===== src/rtl/envelope_extract.sv =====
// envelope_extract
//   Finds local minima (MODE=0) or maxima (MODE=1) on a signed sample stream,
//   computes the fixed-point slope between consecutive extrema with a serial
//   restoring divider, and emits one linearly interpolated envelope sample per
//   input time index between them.
//
// Ports
//   CLK        clock, rising edge
//   RST        synchronous active-high reset
//   in_valid   qualifies in_data, one sample per asserted cycle
//   in_data    signed input sample (DW)
//   out_ready  downstream accepts env_data when high with env_valid
//   env_valid  env_data holds a valid envelope sample
//   env_data   signed envelope sample (DW)
//   ext_valid  one-cycle pulse on an accepted extremum
//   ext_data   value of the accepted extremum (DW)
//   ext_time   time index of the accepted extremum (TW)
//   busy       divider running, a queue non-empty, or a segment being output
//   seg_ovf    sticky: an extremum was dropped because its queue was full
module envelope_extract #(
  parameter int DW    = 16,
  parameter int TW    = 16,
  parameter int FRAC  = 8,
  parameter int MODE  = 0,
  parameter int DEPTH = 4
) (
  input  logic          CLK,
  input  logic          RST,
  input  logic          in_valid,
  input  logic [DW-1:0] in_data,
  input  logic          out_ready,
  output logic          env_valid,
  output logic [DW-1:0] env_data,
  output logic          ext_valid,
  output logic [DW-1:0] ext_data,
  output logic [TW-1:0] ext_time,
  output logic          busy,
  output logic          seg_ovf
);

  localparam int NW  = DW + FRAC + 1;      // dividend / slope width
  localparam int AW  = NW + TW;            // accumulator width
  localparam int QAW = $clog2(DEPTH);
  localparam int CW  = $clog2(NW + 1);
  localparam logic [QAW:0]          DEPTH_C = (QAW + 1)'(DEPTH);
  localparam logic signed [AW-1:0]  ROUND_C = AW'(2 ** (FRAC - 1));
  localparam logic signed [AW-1:0]  ENV_MAX = AW'(2 ** (DW - 1) - 1);
  localparam logic signed [AW-1:0]  ENV_MIN = -ENV_MAX - AW'(1);

  typedef enum logic [1:0] {S_IDLE, S_LOAD, S_DIV, S_PUSH} state_t;

  // ---------------- sample window ----------------
  logic [DW-1:0] win_a, win_b, win_c;
  logic [TW-1:0] t_cnt, t_a, t_b;
  logic [1:0]    fill;
  logic          win_upd;

  // NOTE: state registers use non-blocking assignments so every flop samples
  // pre-edge values regardless of statement order.
  always_ff @(posedge CLK) begin
    if (RST) begin
      win_a <= '0; win_b <= '0; win_c <= '0;
      t_cnt <= '0; t_a <= '0; t_b <= '0;
      fill <= '0; win_upd <= 1'b0;
    end else begin
      win_upd <= in_valid && (fill == 2'd2);
      if (in_valid) begin
        win_c <= win_b;
        win_b <= win_a;
        win_a <= in_data;
        t_b   <= t_a;
        t_a   <= t_cnt;
        t_cnt <= t_cnt + 1'b1;
        if (fill != 2'd2) fill <= fill + 1'b1;
      end
    end
  end

  // Older neighbour compared strictly so a plateau reports its first sample.
  logic is_ext;
  always_comb begin
    if (MODE != 0)
      is_ext = win_upd && ($signed(win_b) > $signed(win_c)) && ($signed(win_b) >= $signed(win_a));
    else
      is_ext = win_upd && ($signed(win_b) < $signed(win_c)) && ($signed(win_b) <= $signed(win_a));
  end

  // ---------------- extremum queue ----------------
  logic [DW-1:0]  q_val  [DEPTH];
  logic [TW-1:0]  q_time [DEPTH];
  logic [QAW-1:0] q_wr, q_rd;
  logic [QAW:0]   q_cnt;
  logic           q_full, q_empty, q_push, q_pop;

  assign q_full  = (q_cnt == DEPTH_C);
  assign q_empty = (q_cnt == '0);
  // A full queue still takes the new entry if the head leaves this cycle.
  assign q_push  = is_ext && (!q_full || q_pop);

  assign ext_valid = q_push;
  assign ext_data  = win_b;
  assign ext_time  = t_b;

  // NOTE: storage arrays are not reset; occupancy counters alone decide validity.
  always_ff @(posedge CLK) begin
    if (q_push) begin
      q_val[q_wr]  <= win_b;
      q_time[q_wr] <= t_b;
    end
  end

  always_ff @(posedge CLK) begin
    if (RST) begin
      q_wr <= '0; q_rd <= '0; q_cnt <= '0; seg_ovf <= 1'b0;
    end else begin
      if (q_push) q_wr <= q_wr + 1'b1;
      if (q_pop)  q_rd <= q_rd + 1'b1;
      case ({q_push, q_pop})
        2'b10:   q_cnt <= q_cnt + 1'b1;
        2'b01:   q_cnt <= q_cnt - 1'b1;
        default: q_cnt <= q_cnt;
      endcase
      if (is_ext && !q_push) seg_ovf <= 1'b1;
    end
  end

  // ---------------- divider FSM ----------------
  state_t          state, state_nxt;
  logic            have_prev, seed;
  logic [DW-1:0]   prev_val, next_val;
  logic [TW-1:0]   prev_time, next_time, seg_len, rem;
  logic [NW-1:0]   dq;
  logic            neg;
  logic [CW-1:0]   div_cnt;
  logic            sf_full, sf_empty, sf_push, sf_pop;

  // NOTE: every always_comb output gets a default first so no latch is inferred.
  always_comb begin
    state_nxt = state;
    q_pop     = 1'b0;
    seed      = 1'b0;
    case (state)
      S_IDLE: begin
        if (!have_prev) begin
          if (!q_empty) begin
            q_pop = 1'b1;
            seed  = 1'b1;
          end
        end else if (!q_empty && !sf_full) begin
          state_nxt = S_LOAD;
        end
      end
      S_LOAD: begin
        q_pop     = 1'b1;
        state_nxt = S_DIV;
      end
      S_DIV:   if (div_cnt == CW'(NW - 1)) state_nxt = S_PUSH;
      S_PUSH:  state_nxt = S_IDLE;
      default: state_nxt = S_IDLE;
    endcase
  end

  logic [DW:0]   load_diff;
  logic [NW-1:0] load_dividend, slope_res;
  logic [TW:0]   div_rem_sh;
  logic [TW-1:0] div_rem_sub;
  logic          div_ge;

  assign load_diff     = {q_val[q_rd][DW-1], q_val[q_rd]} - {prev_val[DW-1], prev_val};
  assign load_dividend = {load_diff, {FRAC{1'b0}}};
  assign div_rem_sh    = {rem, dq[NW-1]};
  assign div_ge        = (div_rem_sh >= {1'b0, seg_len});
  // Remainder stays below seg_len, so the low TW bits of the difference are exact.
  assign div_rem_sub   = div_rem_sh[TW-1:0] - seg_len;
  assign slope_res     = neg ? -dq : dq;
  assign sf_push       = (state == S_PUSH);

  always_ff @(posedge CLK) begin
    if (RST) begin
      state <= S_IDLE; have_prev <= 1'b0;
      prev_val <= '0; prev_time <= '0; next_val <= '0; next_time <= '0;
      seg_len <= '0; rem <= '0; dq <= '0; neg <= 1'b0; div_cnt <= '0;
    end else begin
      state <= state_nxt;
      if (seed) begin
        prev_val  <= q_val[q_rd];
        prev_time <= q_time[q_rd];
        have_prev <= 1'b1;
      end
      case (state)
        S_LOAD: begin
          next_val  <= q_val[q_rd];
          next_time <= q_time[q_rd];
          seg_len   <= q_time[q_rd] - prev_time;
          neg       <= load_diff[DW];
          dq        <= load_diff[DW] ? -load_dividend : load_dividend;
          rem       <= '0;
          div_cnt   <= '0;
        end
        S_DIV: begin
          // dq shifts dividend bits out the top and quotient bits in the bottom.
          rem     <= div_ge ? div_rem_sub : div_rem_sh[TW-1:0];
          dq      <= {dq[NW-2:0], div_ge};
          div_cnt <= div_cnt + 1'b1;
        end
        S_PUSH: begin
          prev_val  <= next_val;
          prev_time <= next_time;
        end
        default: ;
      endcase
    end
  end

  // ---------------- segment FIFO ----------------
  logic [DW-1:0]  sf_pp    [DEPTH];
  logic [NW-1:0]  sf_slope [DEPTH];
  logic [TW-1:0]  sf_len   [DEPTH];
  logic [QAW-1:0] sf_wr, sf_rd;
  logic [QAW:0]   sf_cnt;

  assign sf_full  = (sf_cnt == DEPTH_C);
  assign sf_empty = (sf_cnt == '0);

  always_ff @(posedge CLK) begin
    if (sf_push) begin
      sf_pp[sf_wr]    <= prev_val;
      sf_slope[sf_wr] <= slope_res;
      sf_len[sf_wr]   <= seg_len;
    end
  end

  always_ff @(posedge CLK) begin
    if (RST) begin
      sf_wr <= '0; sf_rd <= '0; sf_cnt <= '0;
    end else begin
      if (sf_push) sf_wr <= sf_wr + 1'b1;
      if (sf_pop)  sf_rd <= sf_rd + 1'b1;
      case ({sf_push, sf_pop})
        2'b10:   sf_cnt <= sf_cnt + 1'b1;
        2'b01:   sf_cnt <= sf_cnt - 1'b1;
        default: sf_cnt <= sf_cnt;
      endcase
    end
  end

  // ---------------- output generator ----------------
  logic                 out_active, accept, last_acc;
  logic signed [AW-1:0] acc, acc_round, env_rnd;
  logic [NW-1:0]        cur_slope;
  logic [TW-1:0]        samp_left;

  assign accept   = out_active && out_ready;
  assign last_acc = accept && (samp_left == TW'(1));
  // Loading on the last accept of the current segment avoids a bubble.
  assign sf_pop   = !sf_empty && (!out_active || last_acc);

  always_ff @(posedge CLK) begin
    if (RST) begin
      out_active <= 1'b0; acc <= '0; cur_slope <= '0; samp_left <= '0;
    end else if (sf_pop) begin
      out_active <= 1'b1;
      acc        <= {{(AW-DW){sf_pp[sf_rd][DW-1]}}, sf_pp[sf_rd]} <<< FRAC;
      cur_slope  <= sf_slope[sf_rd];
      samp_left  <= sf_len[sf_rd];
    end else if (accept) begin
      acc       <= acc + {{(AW-NW){cur_slope[NW-1]}}, cur_slope};
      samp_left <= samp_left - 1'b1;
      if (last_acc) out_active <= 1'b0;
    end
  end

  assign acc_round = acc + ROUND_C;
  assign env_rnd   = acc_round >>> FRAC;

  always_comb begin
    env_data = env_rnd[DW-1:0];
    if (env_rnd > ENV_MAX)      env_data = ENV_MAX[DW-1:0];
    else if (env_rnd < ENV_MIN) env_data = ENV_MIN[DW-1:0];
  end

  assign env_valid = out_active;
  assign busy      = (state != S_IDLE) || !q_empty || !sf_empty || out_active;

endmodule


===== config.mk =====
export PLATFORM = sky130hd
export DESIGN_NAME = envelope_extract
export DESIGN_NICKNAME = d
export VERILOG_FILES = /design/src/rtl/envelope_extract.sv
export SDC_FILE = /design/constraint.sdc
export NUM_CORES = 1
export LEC_CHECK = 0
export CAP_MARGIN = 20
export CORE_ASPECT_RATIO = 0.7
export CORE_MARGIN = 1
export CORE_UTILIZATION = 50
export CTS_BUF_LIST = sky130_fd_sc_hd__clkbuf_8
export CTS_CLUSTER_DIAMETER = 40
export CTS_CLUSTER_SIZE = 30
export DETAILED_ROUTE_END_ITERATION = 8
export GPL_TIMING_DRIVEN = 0
export PLACE_DENSITY_LB_ADDON = 0.15
export SYNTH_ARGS = -nofsm -noshare
export SYNTH_HDL_FRONTEND = slang
export SYNTH_SLANG_ARGS = --single-unit

===== constraint.sdc =====
create_clock -name CLK -period 5.4 [get_ports CLK]
set_input_delay 0.81 -clock CLK [delete_from_list [all_inputs] [get_ports CLK]]
set_output_delay 0.81 -clock CLK [all_outputs]
set_load 0.01 [all_outputs]

==> impl_table.tex, run 1 <==
\begin{tabular}{lr}
\hline
Metric & Value \\
\hline
\multicolumn{2}{l}{\textbf{Run status}} \\
Outcome & finished clean \\
\multicolumn{2}{l}{\textbf{Placement}} \\
Total cell area at the placement stage & 0.0349 mm\^{}2 \\
Input/output buffers & 69 \\
Routability cong. & 0.900 \\
DP Wirelength & 58000 um \\
\multicolumn{2}{l}{\textbf{STA}} \\
Post-layout minimum cycle time & 5030 ps \\
Setup repair after global routing missed its margin & false \\
Setup TNS & 0 ps \\
Max-slew violations & 0 \\
Actual transition at the worst max-transition pin & 1100 ps \\
Worst slew margin & 25.3\% \\
Final clock period utilization by the worst path & 93.1\% \\
Setup violators final & 0 \\
Worst hold slack & 462 ps \\
Maximum operating frequency & 0.199 GHz \\
Final hold vios & 0 \\
Max Clock Skew & 51.7 ps \\
\multicolumn{2}{l}{\textbf{Synth}} \\
Share of synthesized area occupied by flip-flops and latches & 52.5\% \\
Cell type with the largest total area after synthesis & sky130\_fd\_sc\_hd\_\_edfxtp\_1 \\
Post-synth ARST share & 0\% \\
Post-Synthesis Cell Area & 0.0330 mm\^{}2 \\
Top cell type's share of synthesized area & 32.4\% \\
Top FF cell, synth & sky130\_fd\_sc\_hd\_\_edfxtp\_1 \\
Post-synthesis register bit count & 687 \\
Syn nets & 3084 \\
Post-synth EDFFs & 356 \\
Synth area leaders & sky130\_fd\_sc\_hd\_\_edfxtp\_1, sky130\_fd\_sc\_hd\_\_dfxtp\_1, sky130\_fd\_sc\_hd\_\_mux4\_2 \\
Number of distinct standard cells referenced by the synthesized netlist & 104 \\
Mapped Avg Cell Area & 11.3 um\^{}2 \\
Post-Synthesis Cells & 2918 \\
Yosys warnings & 0 \\
\multicolumn{2}{l}{\textbf{Floorplanning}} \\
Io pins & 72 \\
Placeable Area & 0.0650 mm\^{}2 \\
Cell row count & 78 \\
Initial Util & 50.7\% \\
Width of the die & 309 um \\
Chip height & 217 um \\
Die Footprint & 0.0670 mm\^{}2 \\
\multicolumn{2}{l}{\textbf{CTS}} \\
Postcts setup bufs & 0 \\
Number of hold buffers added after CTS & 0 \\
Clock sink count & 687 \\
Post-cts gate resize count & 0 \\
Root buffer cell & sky130\_fd\_sc\_hd\_\_clkbuf\_8 \\
Latest clock arrival within the worst-skew pair & 730 ps \\
Clock transition at the register clock pins on the worst setup and hold paths after CTS & 100 ps \\
Buffers from clock root to sink, at most & 3 \\
\# H-tree levels & 3 \\
Number of buffers inserted during clock tree synthesis & 78 \\
TritonCTS clock tree & done \\
\multicolumn{2}{l}{\textbf{Power}} \\
Worst ir drop on vdd & 0.321 mV \\
Post-route total power & 19.8 mW \\
Areal power density over the cells & 538 mW/mm\^{}2 \\
Total leakage power & 13.4 nW \\
\multicolumn{2}{l}{\textbf{Critical path}} \\
Worst EP arrival & 4220 ps \\
Endpoint of the lowest-slack register-to-register path & dq[23]\$\_SDFFE\_PP0P\_ \\
Critical path startpoint category & flip-flop \\
Max FO, Critical Path & 10 \\
Worst Path Class, Setup & reg -> out \\
Worst Setup End Kind & primary output \\
Length in cells of the worst reg-to-reg path & 14 \\
Register-to-register path setup slack & 600 ps \\
Worst EP required & 4590 ps \\
\multicolumn{2}{l}{\textbf{Routing}} \\
Number of antenna-violating nets in the routed design & 0 \\
Number of iterations in the first detailed-routing pass & 7 \\
1st-iter DRT viols & 1564 \\
Wire per inst & 19.9 um \\
Via Count & 22916 \\
Avg Vias per Cell & 5.70 \\
Post-route DRC violation count & 0 \\
Routed WL & 80000 um \\
\multicolumn{2}{l}{\textbf{Global routing}} \\
Pin count of the biggest net entering global routing & 46 \\
Number of antenna violations at the first check in global routing & 2 \\
Wire length of the first global-routing pass & 126000 um \\
Vias in the first global route & 22643 \\
Sum of overflow across all layers after global routing & 0 \\
Global Route Usage Sum & 24.1\% \\
\multicolumn{2}{l}{\textbf{Run}} \\
Number of maximum-capacitance constraint violations & 0 \\
\multicolumn{2}{l}{\textbf{Worst hold path}} \\
Hold EP & prev\_time[1]\$\_SDFFE\_PP0P\_ \\
Worst hold path cell count & 2 \\
Source of the worst hold timing path & next\_time[1]\$\_SDFFE\_PP0N\_ \\
Worst hold path class & reg -> reg \\
\multicolumn{2}{l}{\textbf{Layout}} \\
Fill cell total of the finished layout & 5496 \\
Number of nets in the layout & 3237 \\
Cell area after layout & 0.0368 mm\^{}2 \\
Share of cells above drive strength 1 & 9.91\% \\
Layout overhead on the synthesized area & 11.7\% \\
\hline
\end{tabular}
==> sequential cells by signal (all words and copies together), names as in the netlist, 3 cells and up, named ones only <==
register   count
win_a         16
next_val      16
t_a           16
win_c         16
seg_len       16
next_time     16
q_cnt          3
sf_cnt         3
sf_slope     100
cur_slope     25
q_time        64
acc           41
sf_pp         64
ext_data      16
sf_len        64
ext_time      16
div_cnt        5
rem           16
q_val         64
prev_time     16
t_cnt         16
dq            25
samp_left     16
prev_val      16
==> cell usage after synthesis (all sizes together) (3+ instances only) <==
library cell and count:
and4 10, o211ai 14, mux2i 185, o2111ai 3, ha 140, mux2 4
a21oi 181, or3 12, nand2 192, o31ai 13, xor2 63, nand3 62
nand2b 28, and3 21, nor3 42, o22ai 8, mux4 89, a221oi 3
nor2 346, o21bai 5, o21a 18, edfxtp 356, nor3b 4, and2 22
nand3b 8, a41oi 5, o311ai 5, a311oi 17, o21ai 114, buf 38
a21o 51, clkbuf 106, nand4b 4, a211oi 34, inv 133, xnor2 104
nor2b 19, fa 6, nand4 27, nor4b 3, or2 5, nor4 14
or4 9, dfxtp 331, a31oi 27
==> placed cells by master (no fill, tap or decap), types with 21 or more instances in the layout <==
master and count:
sky130_fd_sc_hd__clkbuf_1 103, sky130_fd_sc_hd__mux2i_1 185, sky130_fd_sc_hd__inv_1 138, sky130_fd_sc_hd__nor3_1 40, sky130_fd_sc_hd__a211oi_1 32, sky130_fd_sc_hd__xnor2_1 103
sky130_fd_sc_hd__clkbuf_8 82, sky130_fd_sc_hd__dfxtp_1 331, sky130_fd_sc_hd__nand3_1 61, sky130_fd_sc_hd__nand4_1 27, sky130_fd_sc_hd__a21o_1 51, sky130_fd_sc_hd__nand2_1 192
sky130_fd_sc_hd__o21ai_0 91, sky130_fd_sc_hd__a31oi_1 25, sky130_fd_sc_hd__edfxtp_1 356, sky130_fd_sc_hd__clkdlybuf4s50_1 69, sky130_fd_sc_hd__buf_1 22, sky130_fd_sc_hd__a21oi_1 177
sky130_fd_sc_hd__nor2_1 342, sky130_fd_sc_hd__nand2b_1 28, sky130_fd_sc_hd__xor2_1 63, sky130_fd_sc_hd__mux4_2 89, sky130_fd_sc_hd__ha_1 140, sky130_fd_sc_hd__o21ai_1 21
==> critical path, stage by stage, from the launching register on <==
cell                              delay (ps)
sky130_fd_sc_hd__dfxtp_1                 350
sky130_fd_sc_hd__clkbuf_1                360
sky130_fd_sc_hd__and2_1                  230
sky130_fd_sc_hd__nand3_1                 260
sky130_fd_sc_hd__nor4_4                  370
sky130_fd_sc_hd__nand3_1                 140
sky130_fd_sc_hd__xnor2_1                 150
sky130_fd_sc_hd__nor4_1                  290
sky130_fd_sc_hd__o211ai_1                190
sky130_fd_sc_hd__o31ai_4                 370
sky130_fd_sc_hd__buf_4                   220
sky130_fd_sc_hd__o21ai_1                  70
sky130_fd_sc_hd__clkdlybuf4s50_1         490
==> power breakdown <==
group	switching [mW]	leakage (nW)	internal, mW
sequential	0.701	6.02	6.21
clock	2.25	0.987	2.01
combinational	4.97	6.42	3.69
total	7.92	13.4	11.9
==> per-layer routing <==
layer  track usage (%)  vias up  wire (um)
met5                 0        -          0
met4              6.86        0       2010
met3              3.82      132       4540
met2              38.2      633      36100
met1              34.4    11203      37400
li1                  -    10948          -
==> how the worst max path moves through the flow <==
| stage | from | to | depth (start not counted) |
|---|---|---|---|
| finish | acc[16]$_SDFFE_PP0P_ | env_data[8] | 12 |
| CTS | acc[16]$_SDFFE_PP0P_ | env_data[8] | 12 |
| detailed placement | flip-flop | dq[24]$_SDFFE_PP0P_ | 17 |
| global placement | flip-flop | dq[23]$_SDFFE_PP0P_ | 17 |
| floorplan | flip-flop | dq[23]$_SDFFE_PP0P_ | 17 |
| global route | acc[16]$_SDFFE_PP0P_ | env_data[8] | 12 |
==> cell type report <==
cell class | instances | area [um^2] | share of cell area [%]
sequential | 687 | 17300 | 47.0
clock inverter | 66 | 842 | 2.29
clock buffer | 80 | 1100 | 2.99
buffer | 145 | 618 | 1.68
timing repair buffer | 73 | 801 | 2.17
multi-input combinational | 1953 | 14600 | 39.5
tap | 880 | 1100 | 2.99
inverter | 133 | 499 | 1.36
antenna | 1 | 2.50 | 0.00679
==> logic make-up (layout without fill, tap and decap cells) <==
| kind of cell | count (synthesis) | in the layout | synth area share [%] |
|---|---|---|---|
| and+or+nand+nor | 838 | 838 | 12.0 |
| muxes | 278 | 278 | 11.8 |
| buffers and inverters | 278 | 497 | 3.39 |
| xor gates and xnor gates | 167 | 167 | 4.46 |
| other | 0 | 1 | 0 |
| AOI/OAI and AO/OA | 524 | 524 | 10.1 |
| adders and majority gates | 146 | 146 | 5.68 |
| DFF | 687 | 687 | 52.5 |
==> metrics by stage <==
stage | instances | setup slack (ps) | utilization (%)
global placement | 3867 | 334 | 53.5
finish | 4018 | 373 | 56.7
global route | 4018 | 22.8 | 56.7
detailed placement | 3871 | 310 | 53.7
CTS | 4017 | 256 | 56.7
floorplan | 2918 | 1080 | -
Power figures use the tool's default switching activity.
==> run 2: changes to the inputs <==
- TNS_END_PERCENT: unset -> 1
- clock period: 5.4 -> 4.4 ns (I/O delays scaled with it)
==> run 2 against run 1 <==
Setup slack got worse by 340 ps. Flip-flop and latch count did not move. First-iteration DRC count up 11%. Sequential share of layout area fell by 0.26 points. Final area grew 0.76%. Largest power group unchanged. Highest routed layer unchanged.
==> impl_table.tex, run 2 (synthesis gave the netlist of run 1 again) <==
\begin{tabular}{lr}
\hline
Metric & Value \\
\hline
\multicolumn{2}{l}{\textbf{Worst hold path}} \\
Source of the worst hold timing path & RST \\
Hold EP & seg\_len[15]\$\_SDFFE\_PP0N\_ \\
Worst hold path cell count & 3 \\
Worst hold path class & in -> reg \\
\multicolumn{2}{l}{\textbf{Power}} \\
Portion of total power attributed to the clock network & 21.4\% \\
Internal power & 14.6 mW \\
Net switching power of the design & 9.79 mW \\
Areal power density over the cells & 658 mW/mm\^{}2 \\
Total leakage power & 13.5 nW \\
Switching share of power & 40.1\% \\
Combinational fraction of design power & 43.7\% \\
Part of the power in registers & 34.9\% \\
Worst ir drop on vdd & 0.395 mV \\
\multicolumn{2}{l}{\textbf{STA}} \\
Max-slew violations & 0 \\
Setup violators final & 0 \\
Post-layout minimum cycle time & 4370 ps \\
Max Clock Skew & 56.4 ps \\
Final clock period utilization by the worst path & 99.3\% \\
Worst slew margin & 30.3\% \\
Setup repair after global routing missed its margin & true \\
Maximum operating frequency & 0.229 GHz \\
Final hold vios & 0 \\
Actual transition at the worst max-transition pin & 1050 ps \\
\multicolumn{2}{l}{\textbf{CTS}} \\
Buffers from clock root to sink, at most & 3 \\
Number of buffers inserted during clock tree synthesis & 78 \\
Clock sink count & 687 \\
Clock transition at the register clock pins on the worst setup and hold paths after CTS & 90 ps \\
\# H-tree levels & 3 \\
Root buffer cell & sky130\_fd\_sc\_hd\_\_clkbuf\_8 \\
Latest clock arrival within the worst-skew pair & 730 ps \\
TritonCTS clock tree & done \\
\multicolumn{2}{l}{\textbf{Routing}} \\
Wire per inst & 20.0 um \\
Via Count & 22938 \\
Avg Vias per Cell & 5.70 \\
Post-route DRC violation count & 0 \\
1st-iter DRT viols & 1732 \\
Number of antenna-violating nets in the routed design & 0 \\
Number of iterations in the first detailed-routing pass & 6 \\
Routed WL & 80400 um \\
\multicolumn{2}{l}{\textbf{Run}} \\
Number of maximum-capacitance constraint violations & 0 \\
\multicolumn{2}{l}{\textbf{Layout}} \\
Layout overhead on the synthesized area & 12.6\% \\
Most flop-heavy register & sf\_slope \\
Number of flip-flops under the largest register name & 100 \\
Number of nets in the layout & 3244 \\
Share of cells above drive strength 1 & 11.5\% \\
Most common cell after layout, fill and taps aside & sky130\_fd\_sc\_hd\_\_edfxtp\_1 \\
Final core utilization & 57.1\% \\
Top library cells by usage in the layout, fill and taps aside & sky130\_fd\_sc\_hd\_\_edfxtp\_1, sky130\_fd\_sc\_hd\_\_nor2\_1, sky130\_fd\_sc\_hd\_\_dfxtp\_1 \\
Cell area after layout & 0.0371 mm\^{}2 \\
\multicolumn{2}{l}{\textbf{Critical path}} \\
Max incr delay on CP & 580 ps \\
Delay-heaviest family, CP & simple AND/OR/NAND/NOR gates \\
Register-to-register path setup slack & 110 ps \\
Length in cells of the worst reg-to-reg path & 13 \\
Worst EP arrival & 3710 ps \\
Endpoint of the lowest-slack register-to-register path & dq[23]\$\_SDFFE\_PP0P\_ \\
Critical path's slowest cell & sky130\_fd\_sc\_hd\_\_nor4b\_2 \\
Worst Setup End Kind & primary output \\
Cell chain of the critical path & nor3\_1 > nor3b\_1 > buf\_2 > or2\_0 > clkbuf\_1 > nor4b\_2 > nor2b\_1 > clkbuf\_2 > clkdlybuf4s50\_1 \\
Max FO, Critical Path & 9 \\
Worst EP required & 3740 ps \\
Critical path startpoint category & flip-flop \\
CP bufs+invs & 4 \\
Worst Path Class, Setup & reg -> out \\
\multicolumn{2}{l}{\textbf{Placement}} \\
Total cell area at the placement stage & 0.0349 mm\^{}2 \\
DP Wirelength & 58000 um \\
Routability cong. & 0.900 \\
Input/output buffers & 69 \\
\multicolumn{2}{l}{\textbf{Run status}} \\
Outcome & finished clean \\
\multicolumn{2}{l}{\textbf{Floorplanning}} \\
Placeable Area & 0.0650 mm\^{}2 \\
Chip height & 217 um \\
Die Footprint & 0.0670 mm\^{}2 \\
Width of the die & 309 um \\
Initial Util & 50.7\% \\
Cell row count & 78 \\
Io pins & 72 \\
\multicolumn{2}{l}{\textbf{Global routing}} \\
Pin count of the biggest net entering global routing & 46 \\
Number of antenna violations at the first check in global routing & 2 \\
Vias in the first global route & 22694 \\
Global Route Usage Sum & 24.2\% \\
Wire length of the first global-routing pass & 126000 um \\
Sum of overflow across all layers after global routing & 0 \\
\hline
\end{tabular}
run 2: cell count changes in the layout (fill, tap and decap cells not counted), sizes merged:
| cell | before | now |
|---|---|---|
| clkdlybuf4s50 | 69 | 54 |
| dlygate4sd2 | 0 | 11 |
| buf | 41 | 49 |
| clkdlybuf4s15 | 0 | 3 |
| clkbuf | 187 | 186 |
| dlymetal6s2s | 1 | 2 |
run 2: through the flow:
step / instances / worst slack (ps) / TNS [ps] / hold WS [ps] / power, mW
final: 4025 / 32.8 / 0 / 416 / 24.4
after global routing: 4025 / -152 / -385 / 434 / 25.9
after CTS: 4020 / -127 / -127 / 350 / 24.3
after detailed placement: 3871 / -690 / -9100 / 454 / 19.1
after global placement: 3867 / -666 / -9460 / 446 / 18.8
after floorplan: 2918 / 76.8 / 0 / 436 / 16.2
run 2: power by group through the flow:
stage | Sequential (mW) | Clock (mW) | Combinational (mW)
after global placement | 8.55 | 0 | 10.3
after detailed placement | 8.61 | 0 | 10.5
final | 8.52 | 5.23 | 10.7
after CTS | 8.48 | 5.34 | 10.5
after floorplan | 8.23 | 0 | 7.95
after global routing | 8.61 | 5.59 | 11.7
run 2: worst min-delay path: stages:
cell	delay, ps
sky130_fd_sc_hd__buf_2	170
sky130_fd_sc_hd__or4b_1	140
sky130_fd_sc_hd__o311ai_1	80
run 2: final cells by class:
| cell class | count | area [um^2] |
|---|---|---|
| fill | 5473 | 27900 |
| sequential | 687 | 17400 |
| multi-input combinational | 1953 | 14700 |
| clock buffer | 80 | 1100 |
| tap | 880 | 1100 |
| timing repair buffer | 80 | 846 |
| clock inverter | 66 | 842 |
| buffer | 145 | 664 |
| inverter | 133 | 499 |
| antenna | 1 | 2.50 |
run 2: how the worst max path moves through the flow:
stage / startpoint / to / slack (ps) / cells after the start
after global placement: flip-flop / dq[23]$_SDFFE_PP0P_ / -670 / 17
after global routing: flip-flop / dq[23]$_SDFFE_PP0P_ / -150 / 13
after floorplan: flip-flop / dq[23]$_SDFFE_PP0P_ / 80 / 17
final: q_cnt[0]$_SDFFE_PP0P_ / ext_valid / 30 / 9
after CTS: acc[15]$_SDFFE_PP0P_ / env_data[0] / -130 / 11
after detailed placement: flip-flop / dq[24]$_SDFFE_PP0P_ / -690 / 17
run 2: what timing repair did:
| action | 4_1_cts | 5_1_grt |
|---|---|---|
| endpoints found under the setup margin | 36 | 30 |
| hold buffers | 0 | 0 |
| pin swaps | 5 | 8 |
| buffers inserted | 3 | 4 |
| cloned | 0 | 0 |
| resized for setup | 58 | 48 |
run 2: routing by layer:
metal | vias up | global-route usage [%] | routed length (um)
met5 | - | 0 | 0
met4 | 0 | 6.90 | 1990
met3 | 132 | 3.90 | 4290
met2 | 600 | 38.3 | 36400
met1 | 11230 | 34.4 | 37600
li1 | 10976 | - | -
